File: config.mk
export PLATFORM = sky130hd
export DESIGN_NAME = rf_port_ctrl
export DESIGN_NICKNAME = d
export VERILOG_FILES = /design/src/rtl/rf_pkg.sv /design/src/rtl/rf_addr_decoder.sv /design/src/rtl/rf_port_ctrl.sv
export SDC_FILE = /design/constraint.sdc
export NUM_CORES = 1
export LEC_CHECK = 0
export BUFFER_PORTS_ARGS = -buffer_cell sky130_fd_sc_hd__buf_2
export CAP_MARGIN = 20
export CORE_MARGIN = 8
export CORE_UTILIZATION = 34
export CTS_CLUSTER_DIAMETER = 100
export CTS_CLUSTER_SIZE = 25
export DETAILED_ROUTE_END_ITERATION = 12
export MAX_ROUTING_LAYER = met4
export PLACE_DENSITY = 0.81
export SLEW_MARGIN = 25
export SYNTH_ARGS = -nofsm -noshare
export SYNTH_HDL_FRONTEND = slang
export SYNTH_SLANG_ARGS = --single-unit
File: constraint.sdc
create_clock -name clk_i -period 1.6 [get_ports clk_i]
set_input_delay 0.16 -clock clk_i [delete_from_list [all_inputs] [get_ports clk_i]]
set_output_delay 0.16 -clock clk_i [all_outputs]
set_load 0.1 [all_outputs]
File: src/rtl/rf_pkg.sv
// Shared constants and types for the register-file port controller.
package rf_pkg;

   localparam int unsigned DATA_W = 16;
   localparam int unsigned NREG   = 16;
   localparam int unsigned ADDR_W = 4;

   // Writeback requesters sharing the single write port.
   typedef enum logic {
      REQ_ALU = 1'b0,
      REQ_MEM = 1'b1
   } req_e;

   // R0 reads as zero and ignores writes.
   localparam logic [ADDR_W-1:0] ZERO_REG = '0;

endpackage

File: src/rtl/rf_addr_decoder.sv
// Register address to one-hot enable decoder; all zeros when disabled.
module rf_addr_decoder
   import rf_pkg::*;
(
   input  logic              en_i,
   input  logic [ADDR_W-1:0] addr_i,
   output logic [NREG-1:0]   onehot_o
);

   // One-hot expansion of the address, gated by the enable.
   always_comb begin
      onehot_o = '0;
      if (en_i) begin
         onehot_o[addr_i] = 1'b1;
      end
   end

endmodule

File: src/rtl/rf_port_ctrl.sv
// Register-file port controller: round-robin arbitration of the ALU and
// memory-load writeback requesters onto the single write port, a one-cycle
// write stage, one-hot enable generation and read-data return.
// Optional macro RF_BYPASS_EN forwards the staged write to matching reads.
module rf_port_ctrl
   import rf_pkg::*;
(
   input  logic              clk_i,
   input  logic              rst_i,
   input  logic              alu_wr_valid_i,
   output logic              alu_wr_ready_o,
   input  logic [ADDR_W-1:0] alu_wr_addr_i,
   input  logic [DATA_W-1:0] alu_wr_data_i,
   input  logic              mem_wr_valid_i,
   output logic              mem_wr_ready_o,
   input  logic [ADDR_W-1:0] mem_wr_addr_i,
   input  logic [DATA_W-1:0] mem_wr_data_i,
   input  logic [ADDR_W-1:0] rd1_addr_i,
   input  logic [ADDR_W-1:0] rd2_addr_i,
   output logic [DATA_W-1:0] rd1_data_o,
   output logic [DATA_W-1:0] rd2_data_o,
   output logic [NREG-1:0]   rf_wen_o,
   output logic [DATA_W-1:0] rf_wdata_o,
   output logic [NREG-1:0]   rf_ren1_o,
   output logic [NREG-1:0]   rf_ren2_o,
   input  logic [DATA_W-1:0] rf_bl1_i,
   input  logic [DATA_W-1:0] rf_bl2_i,
   output logic [NREG-1:0]   busy_o
);

   req_e              last_grant_q, last_grant_d;
   logic              stg_valid_q, stg_valid_d;
   logic [ADDR_W-1:0] stg_addr_q, stg_addr_d;
   logic [DATA_W-1:0] stg_data_q, stg_data_d;
   logic              alu_win;
   logic              stg_live;

   // Round-robin grant, ready handshake and stage next-state.
   always_comb begin
      alu_win        = alu_wr_valid_i & (~mem_wr_valid_i | (last_grant_q == REQ_MEM));
      alu_wr_ready_o = ~rst_i & alu_win;
      mem_wr_ready_o = ~rst_i & mem_wr_valid_i & ~alu_win;
      last_grant_d   = last_grant_q;
      stg_valid_d    = 1'b0;
      stg_addr_d     = '0;
      stg_data_d     = '0;
      if (alu_wr_ready_o) begin
         last_grant_d = REQ_ALU;
         stg_valid_d  = 1'b1;
         stg_addr_d   = alu_wr_addr_i;
         stg_data_d   = alu_wr_data_i;
      end else if (mem_wr_ready_o) begin
         last_grant_d = REQ_MEM;
         stg_valid_d  = 1'b1;
         stg_addr_d   = mem_wr_addr_i;
         stg_data_d   = mem_wr_data_i;
      end
   end

   // Stage and grant-pointer registers; pointer resets to MEM so ALU wins the first tie.
   always_ff @(posedge clk_i) begin
      if (rst_i) begin
         last_grant_q <= REQ_MEM;
         stg_valid_q  <= 1'b0;
         stg_addr_q   <= '0;
         stg_data_q   <= '0;
      end else begin
         last_grant_q <= last_grant_d;
         stg_valid_q  <= stg_valid_d;
         stg_addr_q   <= stg_addr_d;
         stg_data_q   <= stg_data_d;
      end
   end

   // A staged write is dropped in a reset cycle and never targets R0.
   assign stg_live   = stg_valid_q & ~rst_i & (stg_addr_q != ZERO_REG);
   assign busy_o     = rf_wen_o;
   assign rf_wdata_o = stg_data_q;

   rf_addr_decoder u_wr_dec (
      .en_i     (stg_live),
      .addr_i   (stg_addr_q),
      .onehot_o (rf_wen_o)
   );

   rf_addr_decoder u_rd1_dec (
      .en_i     (1'b1),
      .addr_i   (rd1_addr_i),
      .onehot_o (rf_ren1_o)
   );

   rf_addr_decoder u_rd2_dec (
      .en_i     (1'b1),
      .addr_i   (rd2_addr_i),
      .onehot_o (rf_ren2_o)
   );

   // Read return: bitlines, optional forwarding of the staged write, R0 forced to zero.
   always_comb begin
      rd1_data_o = rf_bl1_i;
      rd2_data_o = rf_bl2_i;
`ifdef RF_BYPASS_EN
      if (stg_live && (rd1_addr_i == stg_addr_q)) begin
         rd1_data_o = stg_data_q;
      end
      if (stg_live && (rd2_addr_i == stg_addr_q)) begin
         rd2_data_o = stg_data_q;
      end
`endif
      if (rd1_addr_i == ZERO_REG) begin
         rd1_data_o = '0;
      end
      if (rd2_addr_i == ZERO_REG) begin
         rd2_data_o = '0;
      end
   end

endmodule
Word-level counts from Yosys, hierarchy flattened. Index checks and enable logic that the tools add are counted.

Register bits after elaboration: 22. Bits of input ports: 84. Output and inout port bits: 114. Logic and storage cells: 44.

Magnitude comparators: 6. Bitwise gates (word level): 10. Muxes and demuxes: 17. Reductions and logical operators: 7.

Operators with widths (count): $mux 16 (5); $lt 4x5->1 const B (3); $demux 1 s4 (3); $ge 4x1->1 const B (3); $logic_not 4->1 (2); $mux 4 (2); $mux 1 (7); $and 1x1->1 (6); $reduce_bool 4->1 (1); $logic_and 1x1->1 (3); $not 1->1 (3); $reduce_bool 2->1 (1); $or 1x1->1 (1).

Depth between registers and ports, before layout. Gate-level depths: netlist (run 1).

Depth after elaboration: 7. Gate-level depth with buffers: 5. Gate-level depth less buffers: 2.

Modules after synthesis. From an unflattened synthesis (run 1), not the netlist that was laid out.

Cell total of the unflattened synthesis: 227. Area, all modules: 1840.5 um^2.

By module, submodules not included: rf_port_ctrl (cells each 158, sequential area each 440.4 um^2, area an instance 1482.7 um^2, instances 1); rf_addr_decoder (u_rd1_dec ...) (cells each 23, sequential area each 0.0 um^2, area an instance 120.1 um^2, instances 2); rf_addr_decoder (u_wr_dec) (cells each 23, sequential area each 0.0 um^2, area an instance 117.6 um^2, instances 1).

Worst setup path after synthesis (run 1). Ideal clock, no wire load.

Kind: input-to-output. Start: in rst_i. End: out rf_wen_o[12]. Buffers on the path: 3. Cell stages on the path: 5. Data required time: 1.440 ns. Arrival: 3.316 ns. Slack: -1.876 ns. Cell sequence: buf_6 -> buf_2 -> nand4b_1 -> nor3_1 -> buf_4.

Word-level cells in the longest chain between the ends: 4.

Ends and longest elaborated chain: start: declaration (line rf_port_ctrl.sv:9) `input logic rst_i,`; $not 1->1 (line rf_port_ctrl.sv:76) `assign stg_live = stg_valid_q & ~rst_i & (stg_addr_q != ZERO_REG);`; $and 1x1->1 (2 in series) (line rf_port_ctrl.sv:76); $mux 16 (line rf_addr_decoder.sv:13) `if (en_i) begin`; end: declaration (line rf_port_ctrl.sv:22) `output logic [NREG-1:0] rf_wen_o,`.

No other way between the ends.

Worst setup path after layout (run 1).
Start: reg stg_addr_q[3]. End: out busy_o[2].

Word-level cells in the longest chain between the ends: 5. Elaborated cells between the ends (all ways): 8.

Ends and longest elaborated chain: start: declaration (line rf_port_ctrl.sv:33) `logic [ADDR_W-1:0] stg_addr_q, stg_addr_d;`; start signal: assignment (line rf_port_ctrl.sv:70) `stg_addr_q <= stg_addr_d;`; $lt 4x5->1 (not written as such) or $ge 4x1->1 (tied branches) (line rf_addr_decoder.sv:14) `onehot_o[addr_i] = 1'b1;`; $logic_and 1x1->1 (not written as such) (line rf_addr_decoder.sv:14); $mux 1 (not written as such) (line rf_addr_decoder.sv:14); $demux 1 s4; $mux 16 (*) (line rf_addr_decoder.sv:13); end: declaration (line rf_port_ctrl.sv:28) `output logic [NREG-1:0] busy_o`.

Mark *: on every way between the ends. The rest lies on a longest branch, timed or not.

==> key figures, run 1 <==
Critical path
  – CP max stage delay: 0.57 ns
  – Crit path max-delay family: simple AND/OR/NAND/NOR gates
  – Worst path required time: 1.44 ns
  – Crit path DAT: 1.56 ns
  – WS Path Type: flop to primary output
  – Worst setup EP type: primary output
  – Startpoint Class: flop
  – Slowest CP cell: or4b_4
  – Worst path bufs/invs: 1
  – Worst path cell trace: or4b_4, nor2_4, buf_12
  – CP max FO: 3

Clocking
  – # hold bufs at CTS: 0
  – CTS HTree Levels: 1
  – CTS tree: built
  – Clock latency on the worst-skew pair: 0.26 ns
  – Clock transition at path regs: 0.08 ns
  – Root buffer cell: clkbuf_8
  – # clock sinks: 22
  – CTS Buf Count: 3
  – Clock tree buffer depth: 2

Synth
  – Post-synth top area cell: dfxtp_1
  – Yosys Warn Count: 0
  – Ys flop type: dfxtp_1
  – Mapped Cells: approximately 220
  – Top cells by count, synth: 50 x nand2b_1, 30 x nor2_1, 22 x dfxtp_1
  – Number of synthesized register bits: 22
  – EDFF count, synth: 0
  – Synthesized cell area: 1750 µm²
  – Seq/Total Area, Yosys: 25.2%
  – Syn avg cell area: 7.92 µm²
  – Most common cell in the synthesized netlist: nand2b_1
  – Synth top area cells: dfxtp_1 25%, nand2b_1 18%, o32ai_1 10%
  – FFs w/ async S/R, synth: 0%
  – Top-area cell type share of the netlist area: between 20% and 30%
  – Post-synthesis cell type count: 23

STA
  – Fin crit period: around 1.7 ns
  – Final WS setup: -0.118 ns
  – Fin. max-slew vios: 0
  – Slew HR: 64.6%
  – Peak Freq: 582 MHz
  – Setup violators final: 24
  – Setup TNS Final: -1.70 ns
  – Slew @ Worst Pin: 0.530 ns
  – Clk_skew: 0.00488 ns
  – Final Cycle Share: 107%
  – RSZ-0062 raised after global routing: yes
  – Final hold vios: 0

Floorplan
  – Chip height: 87.8 µm
  – Cell Rows: 26
  – Chip width: just under 90 µm
  – Die ar.: 7700 µm²
  – Ports: 198
  – Starting Density: 34.7%
  – Core area: between 5000 and 6000 µm²

Drt
  – DRC viols: 0
  – Drt pass-1 iters: 4
  – DRT iter0 DRCs: 102
  – Routed vias: 2376
  – Post-Route WL: 9570 µm
  – Routed len/inst: between 15 and 20 µm
  – Avg Vias per Cell: 4.96
  – DRT antenna net count: 0

Power
  – Switching share of power: roughly half
  – Switch Pwr: 1.33 mW
  – Total Power: 2.64 mW
  – LEAKAGE: about 1.9 nW
  – Clock power frac: 17.1%
  – Sequential Power Share: 23.3%
  – Combinational share of power: 59.6%
  – VDD IR-drop max: 0.000543 V
  – Internal Pwr Total: 1.31 mW
  – Pwr dens: ~600 nW/µm²

Job
  – Max_cap viols: 0

Cells and area
  – Design Area, Final: 4410 µm²
  – Nets: 492
  – Layout area overhead: 152%
  – Final core utilization: 87.4%
  – Fraction of layout cells with a size suffix above 1: 72.7%

Global routing
  – Largest net degree at the start of global routing: 45
  – Vias in the first global route: 2664
  – Remaining global-route overflow: 0
  – Global-route wire length before repair: 14200 µm
  – Global Route Usage Sum: 24.6%
  – Initial antenna violation count: 1

Place
  – DP HPWL: between 8000 and 9000 µm
  – Port Buffers: 195
  – Placed cell area: 4260 µm²
  – Dpl ws: 0.0801 ns
  – Placer Congestion: roughly 0.9

Hold path
  – Class of the worst hold path: input port to flop

Status
  – Violated checks: setup timing
  – Run status: complete, but fails checks
power groups by stage:
stage | Clock, mW | Sequential (mW) | Combinational (mW)
5_1_grt | 0.476 | 0.621 | 1.62
4_1_cts | 0.454 | 0.616 | 1.57
2_1_floorplan | 0 | 0.825 | 0.871
3_3_place_gp | 0 | 0.626 | 1.53
3_5_place_dp | 0 | 0.630 | 1.56
6_report | 0.450 | 0.616 | 1.57
layout make-up:
class,instances,area (µm²)
fillers,232,636
clock buffers,4,66.3
repair buffers,211,2330
diodes,2,5.00
multi-input cells,169,1460
flip-flops and latches,22,452
inverters,1,3.75
well taps,70,87.6
tightest hold or removal path, stage by stage:
cell      delay (ns)
buf_2           0.09
nand2b_1        0.06
o32ai_1         0.07
placed cells by master, fill, tap and decap left out:
cell / instances
buf_2: 115
buf_12: 82
nand2b_1: 48
o32ai_1: 20
nor2_2: 18
nor2b_2: 18
dfxtp_1: 17
and2b_1: 14
nor2_4: 13
nor3_4: 12
buf_4: 11
nand2_1: 5
nor3_2: 4
clkbuf_8: 3
buf_6: 3
dfxtp_2: 3
diode_2: 2
nand4bb_4: 2
nor4_4: 2
nor2_1: 2
conb_1: 2
dfxtp_4: 2
nand2b_2: 1
nand4b_1: 1
nand2b_4: 1
nand2_2: 1
or4b_4: 1
inv_1: 1
nor2b_4: 1
a21bo_4: 1
or2_2: 1
a21o_1: 1
clkbuf_16: 1
cell families after synthesis:
family / synth area share (%)
flip-flops: 25.2
AO/OA/AOI/OAI: 11.0
AND/OR/NAND/NOR: 52.0
other: 0.214
buffers and inverters: 11.7
timing repair:
| action | 4_1_cts | 5_1_grt |
|---|---|---|
| setup endpoints to repair | 11 | 25 |
| setup buffers | 2 | 3 |
| gates resized for setup | 5 | 3 |
| pin swaps | 8 | 5 |
stage by stage:
| stage | cells | hold WS [ns] |
|---|---|---|
| after detailed placement | 468 | 0.422 |
| after global routing | 478 | 0.165 |
| after floorplan | 222 | 0.275 |
| after CTS | 474 | 0.156 |
| after global placement | 468 | 0.403 |
| final | 479 | 0.157 |
worst paths after layout:
path         cells past startpoint        startpoint             end  slack (ns)
min                              3  alu_wr_addr_i[2]   stg_addr_q[2]        0.16
max                              3     stg_addr_q[3]       busy_o[2]       -0.12
max reg2reg                      2      last_grant_q  rf_wdata_o[12]        0.46
min reg2reg                      2      last_grant_q    last_grant_q        0.56
state kept, by name, summed over array words and instances (netlist names):
name	cells
last_grant_q	1
rf_wdata_o	16
stg_addr_q	4
stg_valid_q	1
routing by layer:
| layer | track usage [%] | vias to the layer above | share of wire (%) |
|---|---|---|---|
| met5 | - | - | 0 |
| met4 | 7.97 | 0 | 2.0 |
| met1 | 22.3 | 1138 | 33 |
| met3 | 7.50 | 13 | 9.1 |
| met2 | 47.3 | 125 | 56 |
| li1 | - | 1100 | - |
Power figures use the tool's default switching activity.
==> run 2: changes to the inputs <==
==> constraint.sdc (replaced) <==
create_clock -name clk_i -period 1.8 [get_ports clk_i]
set_input_delay 0.18 -clock clk_i [delete_from_list [all_inputs] [get_ports clk_i]]
set_output_delay 0.18 -clock clk_i [all_outputs]
set_load 0.1 [all_outputs]
==> run 2 against run 1 <==
  * The flow now finishes without violations
  * Clock power down 21%
  * Flip-flop and latch count unchanged
  * Hold slack better by 0.018 ns
  * Critical path depth did not move
  * Non-clock buffer count fell by 9
  * First-iteration DRC count down 24%
==> key figures, run 2 (synthesized netlist as in run 1, its figures left out) <==
Power
  – VDD IR-drop max: 0.000580 V (was 0.000543 V)
  – Pwr dens: 601 nW/µm² (was 599 nW/µm²)
  – LEAKAGE: 1.61 nW (was 1.87 nW)

Critical path
  – Worst path required time: 1.62 ns (was 1.44 ns)
  – Slowest CP cell: or4b_4 (unchanged)
  – Worst path cell trace: or4b_4, nor2_4, buf_12 (unchanged)
  – Startpoint Class: flop (unchanged)
  – Crit path max-delay family: simple AND/OR/NAND/NOR gates (unchanged)
  – Worst setup EP type: primary output (unchanged)
  – CP max FO: 4 (was 3)
  – Worst path bufs/invs: 1 (unchanged)
  – CP max stage delay: 0.59 ns (was 0.57 ns)
  – Crit path DAT: 1.58 ns (was 1.56 ns)
  – WS Path Type: flop to primary output (unchanged)

Place
  – DP HPWL: 7040 µm (was 8600 µm)
  – Port Buffers: 195 (unchanged)
  – Dpl ws: 0.162 ns (was 0.0801 ns)
  – Placer Congestion: 0.956 (was 0.922)
  – Placed cell area: 3420 µm² (was 4260 µm²)

Cells and area
  – Most common cell after layout, fill and taps aside: buf_2 (unchanged)
  – N_diodes: 0 (was 2)
  – Nets: 483 (was 492)
  – Layout area overhead: 99.1% (was 152%)
  – Largest register FFs: 16 (unchanged)
  – Fraction of layout cells with a size suffix above 1: 69.8% (was 72.7%)
  – Most frequent cells in the layout: 163 x buf_2, 48 x nand2b_1, 33 x buf_12 (was 115 x buf_2, 82 x buf_12, 48 x nand2b_1)
  – Fill count: 378 (was 232)
  – Design Area, Final: 3480 µm² (was 4410 µm²)

Drt
  – Avg Vias per Cell: 4.75 (was 4.96)
  – DRC viols: 0 (unchanged)
  – Uppermost layer routed: met4 (unchanged)
  – Drt pass-1 iters: 4 (unchanged)
  – M1 WL: 2960 µm (was 3150 µm)
  – Routed len/inst: 17.2 µm (was 20.0 µm)
  – Met3 wire length: 547 µm (was 867 µm)
  – DRT antenna net count: 0 (unchanged)
  – DRT iter0 DRCs: 78 (was 102)
  – Post-Route WL: 8060 µm (was 9570 µm)
  – Metal2 WL: 4450 µm (was 5360 µm)
  – Routed vias: 2222 (was 2376)

Clocking
  – Clock transition at path regs: 0.08 ns (about the same)
  – Root buffer cell: clkbuf_8 (unchanged)
  – # clock sinks: 22 (unchanged)
  – Clock latency on the worst-skew pair: 0.26 ns (about the same)
  – CTS Buf Count: 3 (unchanged)
  – CTS HTree Levels: 1 (unchanged)
  – Setup bufs post-CTS: 0 (was 2)
  – # hold bufs at CTS: 0 (unchanged)
  – CTS tree: built (unchanged)
  – Clock tree buffer depth: 2 (unchanged)

Floorplan
  – Die ar.: 7700 µm² (unchanged)
  – Chip width: 87.8 µm (unchanged)
  – Ports: 198 (unchanged)
  – Core area: 5040 µm² (unchanged)
  – Chip height: 87.8 µm (unchanged)
  – Starting Density: 34.7% (unchanged)
  – Cell Rows: 26 (unchanged)

STA
  – Fin crit period: 1.76 ns
  – Slew @ Worst Pin: 0.514 ns (was 0.530 ns)
  – Peak Freq: 568 MHz
  – Setup violators final: 0 (was 24)
  – Fin. max-slew vios: 0 (unchanged)
  – Clk_skew: 0.000792 ns (was 0.00488 ns)
  – Final hold vios: 0 (unchanged)
  – Final Cycle Share: 97.8%
  – Final WS setup: 0.0394 ns (was -0.118 ns)
  – Slew HR: 66.0% (was 64.6%)
  – Setup TNS Final: 0 ns (was -1.70 ns)

Global routing
  – Global Route Usage Sum: 20.9% (was 24.6%)
  – Remaining global-route overflow: 0 (unchanged)
  – Global-route wire length before repair: 12400 µm (was 14200 µm)
  – Largest net degree at the start of global routing: 45 (unchanged)
  – Initial antenna violation count: 0 (was 1)
  – Vias in the first global route: 2452 (was 2664)

Status
  – Run status: complete, no violations (was complete, but fails checks)

Hold path
  – Class of the worst hold path: input port to flop (unchanged)

Job
  – Max_cap viols: 0 (unchanged)
[run 2: cell count changes in the layout (fill, tap and decap cells not counted), sizes merged]
| cell | delta |
|---|---|
| diode | -2 |
| buf | -9 |
[run 2: routing by layer]
metal | global-route usage (%) | vias up
met5 | - | -
met3 | 4.60 | 10
met4 | 5.78 | 0
met1 | 21.4 | 1033
met2 | 38.7 | 96
li1 | - | 1083
[run 2: cell type report]
cell class	count	area [µm²]	area share, %
clock buffers	4	55.1	1.58
inverters	1	3.75	0.108
multi-input cells	169	1370	39.3
flip-flops and latches	22	447	12.8
well taps	70	87.6	2.51
repair buffers	202	1520	43.7
[run 2: path summary, 6_finish.rpt]
check	slack [ns]	start	end	cells after the start
hold / removal	0.17	mem_wr_data_i[12]	rf_wdata_o[12]	3
setup reg to reg	0.63	last_grant_q	rf_wdata_o[0]	3
hold reg to reg	0.51	last_grant_q	last_grant_q	2
setup / recovery	0.04	stg_addr_q[3]	busy_o[1]	3
[run 2: power by group]
| part | leakage (nW) | internal, mW | switching [mW] |
|---|---|---|---|
| Clock | 0.0288 | 0.195 | 0.160 |
| Combinational | 1.39 | 0.253 | 0.940 |
| Sequential | 0.183 | 0.520 | 0.0253 |
[run 2: worst reg2reg max path: cells and delay by family, from the launching register on]
kind | cells | cell delay (ns)
AOI/OAI and AO/OA | 1 | 0.14
buffers and inverters | 1 | 0.31
DFF | 1 | 0.33
and+or+nand+nor | 1 | 0.26
[run 2: repair_timing]
action,in CTS,in global routing
gates resized for setup,3,1
pin swaps,2,1
setup endpoints to repair,14,10
[run 2: through the flow]
stage,std cells,utilization [%],hold slack [ns],total power [mW]
after floorplan,222,-,0.295,1.49
after global placement,464,67.8,0.423,1.73
after detailed placement,464,67.8,0.452,1.75
after CTS,468,69.1,0.168,2.11
after global routing,468,69.1,0.175,2.17
final,468,69.1,0.174,2.09
